[src/rtl/lvds_iq_rx.sv]
// lvds_iq_rx: receive end of the serial LVDS I/Q link.
// Synchronizes the serial data and forwarded clock into the 64 MHz fabric domain.
// Hunts for a frame start after a run of idle zeros and collects 32-bit frames.
// Each frame is checked, and the block presents I/Q samples, end-of-message and error strobes.
// Optional macro LVDS_IQ_RX_ERRCNT_EN enables the saturating frame-error counter on err_count.
module lvds_iq_rx #(
  parameter int ZERO_RUN       = 16,
  parameter int TIMEOUT_CYCLES = 255,
  parameter bit RX_CLK_POL     = 1'b0
) (
  input  logic        clk64mhz,
  input  logic        reset_n,
  input  logic        rx_a,
  input  logic        rx_clk_a,
  output logic [12:0] i_data,
  output logic [12:0] q_data,
  output logic        sample_valid,
  output logic        msg_end,
  output logic        frame_err,
  output logic        locked,
  output logic [7:0]  err_count
);

  typedef enum logic [1:0] {HUNT, COLLECT, CHECK} state_t;

  state_t      state_reg, state_next;
  logic        data_s1, data_s2;
  logic        clk_s1, clk_s2, clk_s3;
  logic        edge_det;
  logic [5:0]  zrun_reg, zrun_next;
  logic [31:0] shift_reg, shift_next;
  logic [4:0]  bitcnt_reg, bitcnt_next;
  logic [15:0] idle_reg, idle_next;
  logic [12:0] i_next, q_next;
  logic        sv_next, me_next, fe_next;
  logic        markers_ok;

  // Two-flop synchronizers on data and clock, plus a third clock flop for edge detection
  always_ff @(posedge clk64mhz) begin
    if (!reset_n) begin
      data_s1 <= 1'b0;
      data_s2 <= 1'b0;
      clk_s1  <= 1'b0;
      clk_s2  <= 1'b0;
      clk_s3  <= 1'b0;
    end else begin
      data_s1 <= rx_a;
      data_s2 <= data_s1;
      clk_s1  <= rx_clk_a;
      clk_s2  <= clk_s1;
      clk_s3  <= clk_s2;
    end
  end

  assign edge_det   = RX_CLK_POL ? (~clk_s2 & clk_s3) : (clk_s2 & ~clk_s3);
  assign markers_ok = (shift_reg[31:30] == 2'b10) && (shift_reg[15:14] == 2'b01) && !shift_reg[0];
  assign locked     = (state_reg == COLLECT);

  // State, frame datapath and registered strobes
  always_ff @(posedge clk64mhz) begin
    if (!reset_n) begin
      state_reg    <= HUNT;
      zrun_reg     <= 6'd0;
      shift_reg    <= 32'd0;
      bitcnt_reg   <= 5'd0;
      idle_reg     <= 16'd0;
      i_data       <= 13'd0;
      q_data       <= 13'd0;
      sample_valid <= 1'b0;
      msg_end      <= 1'b0;
      frame_err    <= 1'b0;
    end else begin
      state_reg    <= state_next;
      zrun_reg     <= zrun_next;
      shift_reg    <= shift_next;
      bitcnt_reg   <= bitcnt_next;
      idle_reg     <= idle_next;
      i_data       <= i_next;
      q_data       <= q_next;
      sample_valid <= sv_next;
      msg_end      <= me_next;
      frame_err    <= fe_next;
    end
  end

  // Next-state logic: frame-start hunt, bit collection with idle timeout, frame check
  always_comb begin
    state_next  = state_reg;
    zrun_next   = zrun_reg;
    shift_next  = shift_reg;
    bitcnt_next = bitcnt_reg;
    idle_next   = idle_reg;
    i_next      = i_data;
    q_next      = q_data;
    sv_next     = 1'b0;
    me_next     = 1'b0;
    fe_next     = 1'b0;
    case (state_reg)
      HUNT: begin
        if (edge_det) begin
          if (!data_s2) begin
            if (zrun_reg != 6'd63) zrun_next = zrun_reg + 6'd1;
          end else if (int'(zrun_reg) >= ZERO_RUN) begin
            // This 1 is frame bit 31 (start marker)
            shift_next  = {31'd0, data_s2};
            bitcnt_next = 5'd30;
            idle_next   = 16'd0;
            state_next  = COLLECT;
          end else begin
            zrun_next = 6'd0;
          end
        end
      end
      COLLECT: begin
        if (edge_det) begin
          shift_next = {shift_reg[30:0], data_s2};
          idle_next  = 16'd0;
          if (bitcnt_reg == 5'd0) state_next = CHECK;
          else bitcnt_next = bitcnt_reg - 5'd1;
        end else if (idle_reg == 16'(TIMEOUT_CYCLES - 1)) begin
          // Serial clock stalled mid-frame: abandon it
          fe_next    = 1'b1;
          zrun_next  = 6'd0;
          state_next = HUNT;
        end else begin
          idle_next = idle_reg + 16'd1;
        end
      end
      CHECK: begin
        if (markers_ok && shift_reg[16]) begin
          i_next  = shift_reg[29:17];
          q_next  = shift_reg[13:1];
          sv_next = 1'b1;
        end else if (markers_ok && shift_reg[29:17] == 13'd0 && shift_reg[13:1] == 13'd0) begin
          me_next = 1'b1;
        end else begin
          fe_next = 1'b1;
        end
        // A serial edge landing here is treated as the first hunt bit
        zrun_next  = (edge_det && !data_s2) ? 6'd1 : 6'd0;
        state_next = HUNT;
      end
      default: state_next = HUNT;
    endcase
  end

`ifdef LVDS_IQ_RX_ERRCNT_EN
  // Saturating count of frame errors, cleared only by reset
  always_ff @(posedge clk64mhz) begin
    if (!reset_n) err_count <= 8'd0;
    else if (fe_next && err_count != 8'hFF) err_count <= err_count + 8'd1;
  end
`else
  assign err_count = 8'd0;
`endif

endmodule

[config.mk]
export PLATFORM = sky130hd
export DESIGN_NAME = lvds_iq_rx
export DESIGN_NICKNAME = d
export VERILOG_FILES = /design/src/rtl/lvds_iq_rx.sv
export SDC_FILE = /design/constraint.sdc
export NUM_CORES = 1
export LEC_CHECK = 0
export CORE_MARGIN = 5
export CORE_UTILIZATION = 60
export DETAILED_ROUTE_END_ITERATION = 10
export PLACE_DENSITY = 0.81
export REMOVE_ABC_BUFFERS = 1
export SYNTH_ARGS = -nofsm -noshare
export SYNTH_HDL_FRONTEND = slang
export SYNTH_SLANG_ARGS = --single-unit
[constraint.sdc]
create_clock -name clk64mhz -period 4.1 [get_ports clk64mhz]
set_clock_uncertainty 0.1 [all_clocks]
set_input_delay 0.82 -clock clk64mhz [delete_from_list [all_inputs] [get_ports clk64mhz]]
set_output_delay 0.82 -clock clk64mhz [all_outputs]
set_load 0.02 [all_outputs]
==> metrics, run 1 <==
status=completed; HP Class=reg2reg; Fin Setup TNS=0 ns; antenna-violating nets left=0; final core utilization=68.5%; Yosys warnings=0; ANT cells=0; WL final=slightly below 9 mm; commonest non-fill, non-tap cell in the layout=dfxtp_1; Die X=approximately 93 µm; cts bufs inserted=9; RSZ-0062 raised after global routing=false; endpoints failing hold=0; initial antenna violation count=0; post-synth top area share=between 40% and 50%; minimum clock period=slightly above 3 ns; CP peak stage delay=~0.74 ns; CTS Sinks=95; Least-Margin Pin Slew=between 1 and 1.5 ns; H-tree Lvls=3; Worst-Skew Late Latency=between 0.3 and 0.4 ns; Top delay family on crit path=buffers and inverters; Synth Instances=between 500 and 600; Die Area=approximately 8600 µm²; average vias per placed instance=6.02; Vias=roughly 3,600; Setup crit start kind=flop; post-synthesis instance area=~4100 µm²; commonest cells after routing, fill and taps aside=95 x dfxtp_1, 73 x nand2_1, 53 x nor2_1, 42 x a21oi_1, 33 x clkdlybuf4s50_1; crit end category=output port; compound-cell area share of the yosys netlist=20.8%; post-CTS setup buffer count=0; area leader, netlist=dfxtp_1; Post-synth ARST share=0%; xor/xnor share of the synthesized area=0%; fmax=around 0.32 GHz; Nets=530; Max Slew Vio Count=0; Seq/Total Area, Yosys=between 40 and 50%; Overall Global Routing Usage=a little over a fifth; top cells by area, synth=dfxtp_1 46%, nand2_1 6.6%, a22oi_1 5.6%, a21oi_1 5.1%, nor2_1 4.8%; Initial Util=between 60% and 70%; Leak Pwr=~0.0016 µW; largest family of logic cells by synthesized area=simple AND/OR/NAND/NOR gates; critical path cell sequence=inv_1 > ha_1 > clkdlybuf4s50_1; Max-slew headroom=23.1%; CTS Hold Buffers Added=0; Pwr Density=between 300 and 400 nW/µm²; Resize count post-CTS=0; Buffers & Inverters on Critical Path=2; Crit Path Max Fanout=18; port bufs=33; max cap viols=0; clock tree buffer depth=2; Setup violations, final=0; Worst R2R Setup Slack=1.22 ns; Setup CP Type=reg2out; adder-cell share of the synthesized area=3.03%; Core ar.=approximately 6800 µm²; Peak VDD IR=~0.00022 V; vias in the first global route=about 3,300; fin crit share=between 70 and 80%; crit path DAT=2.17 ns; most common flop cell mapped by yosys=dfxtp_1; std cell rows=30; drt pass-1 iters=5; fillcell total=between 500 and 600; Largest register FFs=32; WL per Instance=14.9 µm; mux share of post-synthesis cell area=0.242%; Worst-path clk slew=~0.10 ns; DP HPWL=slightly above 6 mm; first-pass GRT wire length=~15 mm; slowest CP cell=clkdlybuf4s50_1; area growth from synthesis to layout=11.9%; Root Driver=clkbuf_8; synth unique cells=49; gr ovfl total=0; die height=between 90 and 100 µm; GPL Wtd Cong=approximately 0.86; Synth Register Bits=95; share of layout cells above drive strength 1=5.57%; Post-synth EDFFs=0; I/O pins=42; CTS tree=yes; Worst EP required=between 3 and 4 ns; simple-gate share of the synthesized area=24.0%; DRC Markers=0; Mean Syn Cell Area=8.23 µm²; largest net degree at the start of global routing=38; Initial DRC Count=approximately 190
metal layers:
| metal | GRT usage (%) | part of all wire [%] | routed length, µm |
|---|---|---|---|
| met1 | 29.9 | 47 | 4230 |
| met2 | 33.8 | 47 | 4190 |
| met3 | 3.62 | 4.7 | 424 |
| met4 | 8.18 | 1.1 | 99 |
| met5 | 0 | 0 | 0 |
power breakdown:
group	internal [µW]	total (µW)	switching [µW]	leakage (µW)
Combinational	28.5	93.1	64.6	0.000712
Clock	254	605	352	0.000102
Sequential	927	933	5.21	0.000766
cells by family (layout without fill, tap and decap cells):
kind of cell | after synthesis | after routing
muxes | 1 | 1
adders and majority gates | 10 | 10
buffers and inverters | 54 | 66
other | 1 | 8
and+or+nand+nor | 211 | 211
DFF | 95 | 95
AOI/OAI and AO/OA | 130 | 130
Yosys cell counts, types with 2 or more instances:
cell type,count
nor2_1,53
dfxtp_1,95
buf_1,2
a22oi_1,31
nand4_1,4
or2_2,2
a31oi_1,8
nor4_1,9
nand3_1,23
o31ai_1,5
o221a_2,2
or4_4,2
or3_1,5
o21ai_0,16
a21oi_1,42
o41ai_1,3
ha_1,10
or4_1,5
nand2_1,73
o2111ai_1,2
a311oi_1,3
nand2b_1,4
buf_4,8
inv_1,12
a41oi_1,3
o211ai_1,3
and3_1,6
and2_1,8
o32ai_1,2
nor3_1,10
o21a_1,2
nand3b_1,2
clkbuf_1,30
nand4b_1,2
through the flow:
step	std cells	area, µm²	power, µW	hold WS [ns]	setup slack, ns
2_1_floorplan	467	3960	1020	0.312	1.41
3_3_place_gp	585	4430	1040	0.324	1.44
3_5_place_dp	585	4430	1040	0.330	1.31
4_1_cts	601	4630	1640	0.353	1.04
5_1_grt	601	4630	1700	0.368	0.926
6_report	601	4630	1630	0.347	1.01
worst paths after layout:
| kind | cells after the start | end | from |
|---|---|---|---|
| hold / removal | 1 | clk_s2 | clk_s1 |
| hold reg to reg | 1 | clk_s2 | clk_s1 |
| setup reg to reg | 6 | bitcnt_reg[0] | state_reg[1] |
| setup / recovery | 3 | locked | state_reg[1] |
worst register-to-register path: cells and delay by family (launching register included):
| family | cells | cell delay, ns |
|---|---|---|
| and+or+nand+nor | 2 | 0.92 |
| adders and majority gates | 1 | 0.59 |
| buffers and inverters | 1 | 0.12 |
| DFF | 1 | 0.36 |
| AOI/OAI and AO/OA | 2 | 0.69 |
layout make-up:
cell class	count	area, µm²	area share [%]
Sequential cell	95	1900	41.1
Clock buffer	10	138	2.97
Inverter	12	45.0	0.973
Tap cell	80	100	2.16
Timing Repair Buffer	38	368	7.95
Multi-Input combinational cell	360	2020	43.6
Clock inverter	6	57.6	1.24
Note: power is estimated with default switching activity, not from simulation.
==> inputs of run 2 (changes only) <==
CORE_UTILIZATION = 51   (was 60)
PLACE_DENSITY = 0.73   (was 0.81)
clock period = 2.5 ns   (was 4.1 ns; I/O delays follow)
==> run 2 against run 1 <==
Compared with the run above: the run now ends with negative setup slack left; non-clock buffer count grew 16; register-to-register slack got worse by 1.3 ns; wire length grew 1.7%; sequential share of layout area fell by 1.4 points; combinational power rose by 87%; first-iteration DRC count grew 37%; die area grew 16%; design area is 3.6% higher; final cell count increased by 6.3%; clock-buffer cell count stayed put; critical endpoint is now zrun_reg[0]; largest cell class unchanged.
==> metrics, run 2 (synthesized netlist as in run 1, its figures left out) <==
final cell area excluding filler cells=between 4000 and 5000 µm²; port bufs=33; commonest cells after routing, fill and taps aside=93 x dfxtp_1, 73 x nand2_1, 53 x nor2_1, 41 x a21oi_1, 33 x clkdlybuf4s50_1; crit path DAT=around 2.7 ns; Nets=roughly 550; fmax=~0.39 GHz; Setup violations, final=1; Max-slew headroom=59.2%; Die X=approximately 100 µm; commonest non-fill, non-tap cell in the layout=dfxtp_1; Least-Margin Pin Slew=0.607 ns; Setup crit start kind=flop; Die Area=between 10,000 and 15,000 µm²; GPL Wtd Cong=roughly 0.84; Pwr Density=between 500 and 600 nW/µm²; Worst-path clk slew=around 0.09 ns; CTS tree=yes; Hold Path Depth=1; first-pass GRT wire length=about 15 mm; HP Class=reg2reg; endpoints failing hold=0; Reg area=between 1500 and 2000 µm²; WL final=between 9 and 10 mm; status=complete, but fails checks; gr ovfl total=0; vias in the first global route=about 3,300; area of the multi-input gates=2020 µm²; Fin Setup TNS=-0.0371 ns; smallest hold slack=roughly 0.34 ns; Root Driver=clkbuf_8; CP peak stage delay=0.59 ns; largest net degree at the start of global routing=64; clock tree buffer depth=2; setup ws final=-0.0371 ns; ANT cells=0; Leak Pwr=~0.0017 µW; antenna-violating nets left=0; Worst path depth=5; Initial DRC Count=~270; drt pass-1 iters=5; crit end category=flop; fillcell total=between 700 and 800; slowest CP cell=or4_4; minimum clock period=approximately 2.5 ns; Overall Global Routing Usage=around 18%; Max Slew Vio Count=0; H-tree Lvls=3; share of layout cells above drive strength 1=a little under a tenth; CTS Sinks=95; initial antenna violation count=0; WL per Instance=~14 µm; Power Total=2690 µW; I/O pins=42; critical path cell sequence=or4_4 > or4_4 > a211o_4 > buf_4 > o41ai_1; Worst-Skew Late Latency=about 0.36 ns; Peak VDD IR=~0.00040 V; std cell rows=32; Worst EP required=2.64 ns; Largest register FFs=32; die height=between 100 and 150 µm; Setup Slack @ Placement=0.0371 ns; Setup CP Type=reg2reg; max cap viols=0; worst r2r path cells=5; average vias per placed instance=5.73; Core ar.=7810 µm²; placed inst area=about 4600 µm²; area growth from synthesis to layout=16.0%; Top delay family on crit path=simple AND/OR/NAND/NOR gates; CTS Hold Buffers Added=0; cts bufs inserted=9; DRC Markers=0; most frequent CP cell=or4_4; DP HPWL=6.09 mm; Vias=around 3,700; fin crit share=101%; Buffers & Inverters on Critical Path=1; Initial Util=a little over half; Crit Path Max Fanout=6; failing checks=negative setup slack
## run 2: final timing paths
check	startpoint	slack [ns]	to
setup / recovery	idle_reg[11]	-0.04	zrun_reg[0]
hold / removal	data_s1	0.34	data_s2
setup reg to reg	idle_reg[11]	-0.04	zrun_reg[0]
hold reg to reg	data_s1	0.34	data_s2
## run 2: final cells by class
cell class                 count  share of cell area (%)
inverter                      12                   0.940
clock buffer                  10                    2.87
sequential                    95                    39.7
clock inverter                 6                    1.15
timing repair buffer          54                    10.4
tap                          102                    2.66
multi-input combinational    360                    42.2
## run 2: where the power goes
part | internal (µW) | switching, µW | total (µW)
combinational | 63.1 | 111 | 174
clock | 413 | 578 | 990
sequential | 1520 | 7.99 | 1530
total | 2000 | 697 | 2690
## run 2: routing by layer
| layer | wire [µm] | vias up | global-route usage (%) | share of wire, % |
|---|---|---|---|---|
| met4 | 97 | 0 | 6.32 | 1.1 |
| met1 | 4330 | 1690 | 25.3 | 48 |
| li1 | - | 1842 | - | - |
| met5 | 0 | - | 0 | 0 |
| met2 | 4160 | 119 | 28.1 | 46 |
| met3 | 506 | 11 | 3.47 | 5.6 |
## run 2: worst reg2reg max path: stages, from the launching register on
cell	delay, ns
dfxtp_2	0.33
or4_4	0.54
or4_4	0.59
a211o_4	0.38
buf_4	0.15
o41ai_1	0.34
## run 2: stage by stage
step | std cells | util [%]
6_report | 639 | 61.4
5_1_grt | 639 | 61.4
4_1_cts | 637 | 61.1
2_1_floorplan | 467 | -
3_5_place_dp | 621 | 58.6
3_3_place_gp | 621 | 58.6
## run 2: repair_timing
action	CTS	global route
endpoints found under the hold margin	0	0
setup endpoints to repair	0	2
resized for setup	0	4
setup buffers	0	2
==> inputs of run 3 (changes only) <==
CTS_CLUSTER_DIAMETER = 80   (was default)
PLACE_DENSITY = 0.77   (was 0.73)
==> run 3 against run 2 <==
Compared with the run above: the run now ends clean; first-iteration DRC count down 22%; global-route usage grew 0.68 points; critical endpoint is now locked; sequential share of layout area is 0.15 points higher; wire length grew 0.77%; design area decreased by 0.50%; final cell count is 0.47% lower; combinational power down 7%; flip-flop and latch count did not move; clock power is 0.4% higher; hold slack barely moved; power decreased by 0.29%; clock-buffer cell count stayed put.
==> metrics, run 3 (synthesized netlist as in run 1, its figures left out) <==
WL final=approximately 9.2 mm; endpoints failing hold=0; Fin Setup TNS=0 ns; largest net degree at the start of global routing=65; commonest non-fill, non-tap cell in the layout=dfxtp_1; Crit Path Max Fanout=12; final cell area excluding filler cells=approximately 4800 µm²; worst r2r path cells=6; Worst-Skew Late Latency=0.37 ns; fillcell total=roughly 700; fmax=between 0.4 and 0.5 GHz; Die X=100 µm; Initial DRC Count=~210; status=completed; average vias per placed instance=around 5.8; first-pass GRT wire length=around 16 mm; clock tree buffer depth=2; CTS tree=yes; Worst-path clk slew=around 0.090 ns; vias in the first global route=roughly 3,300; max cap viols=0; minimum clock period=between 2 and 2.5 ns; port bufs=33; share of layout cells above drive strength 1=8.24%; Root Driver=clkbuf_8; std cell rows=32; crit path DAT=1.86 ns; RSZ-0062 raised after global routing=true; I/O pins=42; Reg area=around 1900 µm²; Overall Global Routing Usage=between 10% and 20%; commonest cells after routing, fill and taps aside=95 x dfxtp_1, 73 x nand2_1, 53 x nor2_1, 42 x a21oi_1, 33 x clkdlybuf4s50_1; Nets=roughly 540; Pwr Density=between 500 and 600 nW/µm²; met3 WL post-DR=382 µm; wire length on met2=roughly 4.3 mm; final core utilization=between 60 and 70%; Setup crit start kind=flop; Core ar.=just under 8000 µm²; drt pass-1 iters=5; Setup CP Type=reg2out; die height=around 100 µm; highest routed layer=met4; ANT cells=0; Leak Pwr=around 0.0016 µW; WL per Instance=14.4 µm; Hold Path Depth=1; Vias=around 3,700; GPL Wtd Cong=around 0.85; Max Slew Vio Count=0; gr ovfl total=0; fin crit share=a little over nine tenths; DRC Markers=0; area of the multi-input gates=2020 µm²; Largest register FFs=32; antenna-violating nets left=0; Peak VDD IR=between 0.0004 and 0.0005 V; Worst EP required=~1.9 ns; DRT met1 WL=approximately 4.4 mm; Initial Util=between 50 and 60%; Setup violations, final=0; H-tree Lvls=3; HP Class=reg2reg; area growth from synthesis to layout=15.4%; Die Area=10,000 µm²; initial antenna violation count=0; crit end category=output port; CTS Sinks=95; placed inst area=4550 µm²; DP HPWL=approximately 6.4 mm; cts bufs inserted=9
-- run 3: cell count changes in the layout (fill, tap and decap cells not counted), sizes merged --
cell	change
buf	-3
-- run 3: area by class of cell --
| cell class | instances | area share [%] |
|---|---|---|
| tap | 102 | 2.68 |
| clock inverter | 6 | 1.15 |
| clock buffer | 10 | 2.89 |
| sequential | 95 | 39.9 |
| inverter | 12 | 0.944 |
| timing repair buffer | 51 | 10.0 |
| multi-input combinational | 360 | 42.4 |
-- run 3: worst paths after layout --
check,slack (ns),startpoint,end
worst max-delay path,0.04,state_reg[1],locked
worst min-delay path,0.34,data_s1,data_s2
worst max register to register,0.05,idle_reg[11],zrun_reg[4]
worst min register to register,0.34,data_s1,data_s2
-- run 3: report_power, final --
group	internal, µW	switching [µW]
combinational	54.1	108
sequential	1520	8.77
clock	412	581
total	1990	698
-- run 3: through the flow --
stage,setup slack (ns),total power [µW],std cells,hold slack (ns)
detailed placement,0.0354,1720,618,0.319
CTS,0.0145,2710,634,0.342
global route,-0.0409,2800,636,0.362
finish,0.0424,2690,636,0.340
floorplan,-0.190,1670,467,0.312
global placement,0.0636,1720,618,0.314
-- run 3: metal layers --
metal	GRT usage, %	vias up
met5	0	-
met4	6.63	0
met3	3.61	8
met2	29.5	74
met1	26.0	1753
li1	-	1827
-- run 3: worst max-delay path, stage by stage (launching register included) --
cell,delay (ns)
dfxtp_1,0.36
inv_1,0.13
ha_2,0.35
clkdlybuf4s50_1,0.66
-- run 3: what timing repair did --
action,CTS,global route
hold buffers,0,0
gates resized for setup,1,1
pin swaps,0,1
endpoints found under the setup margin,1,3
gates cloned,0,0
setup buffers,0,2
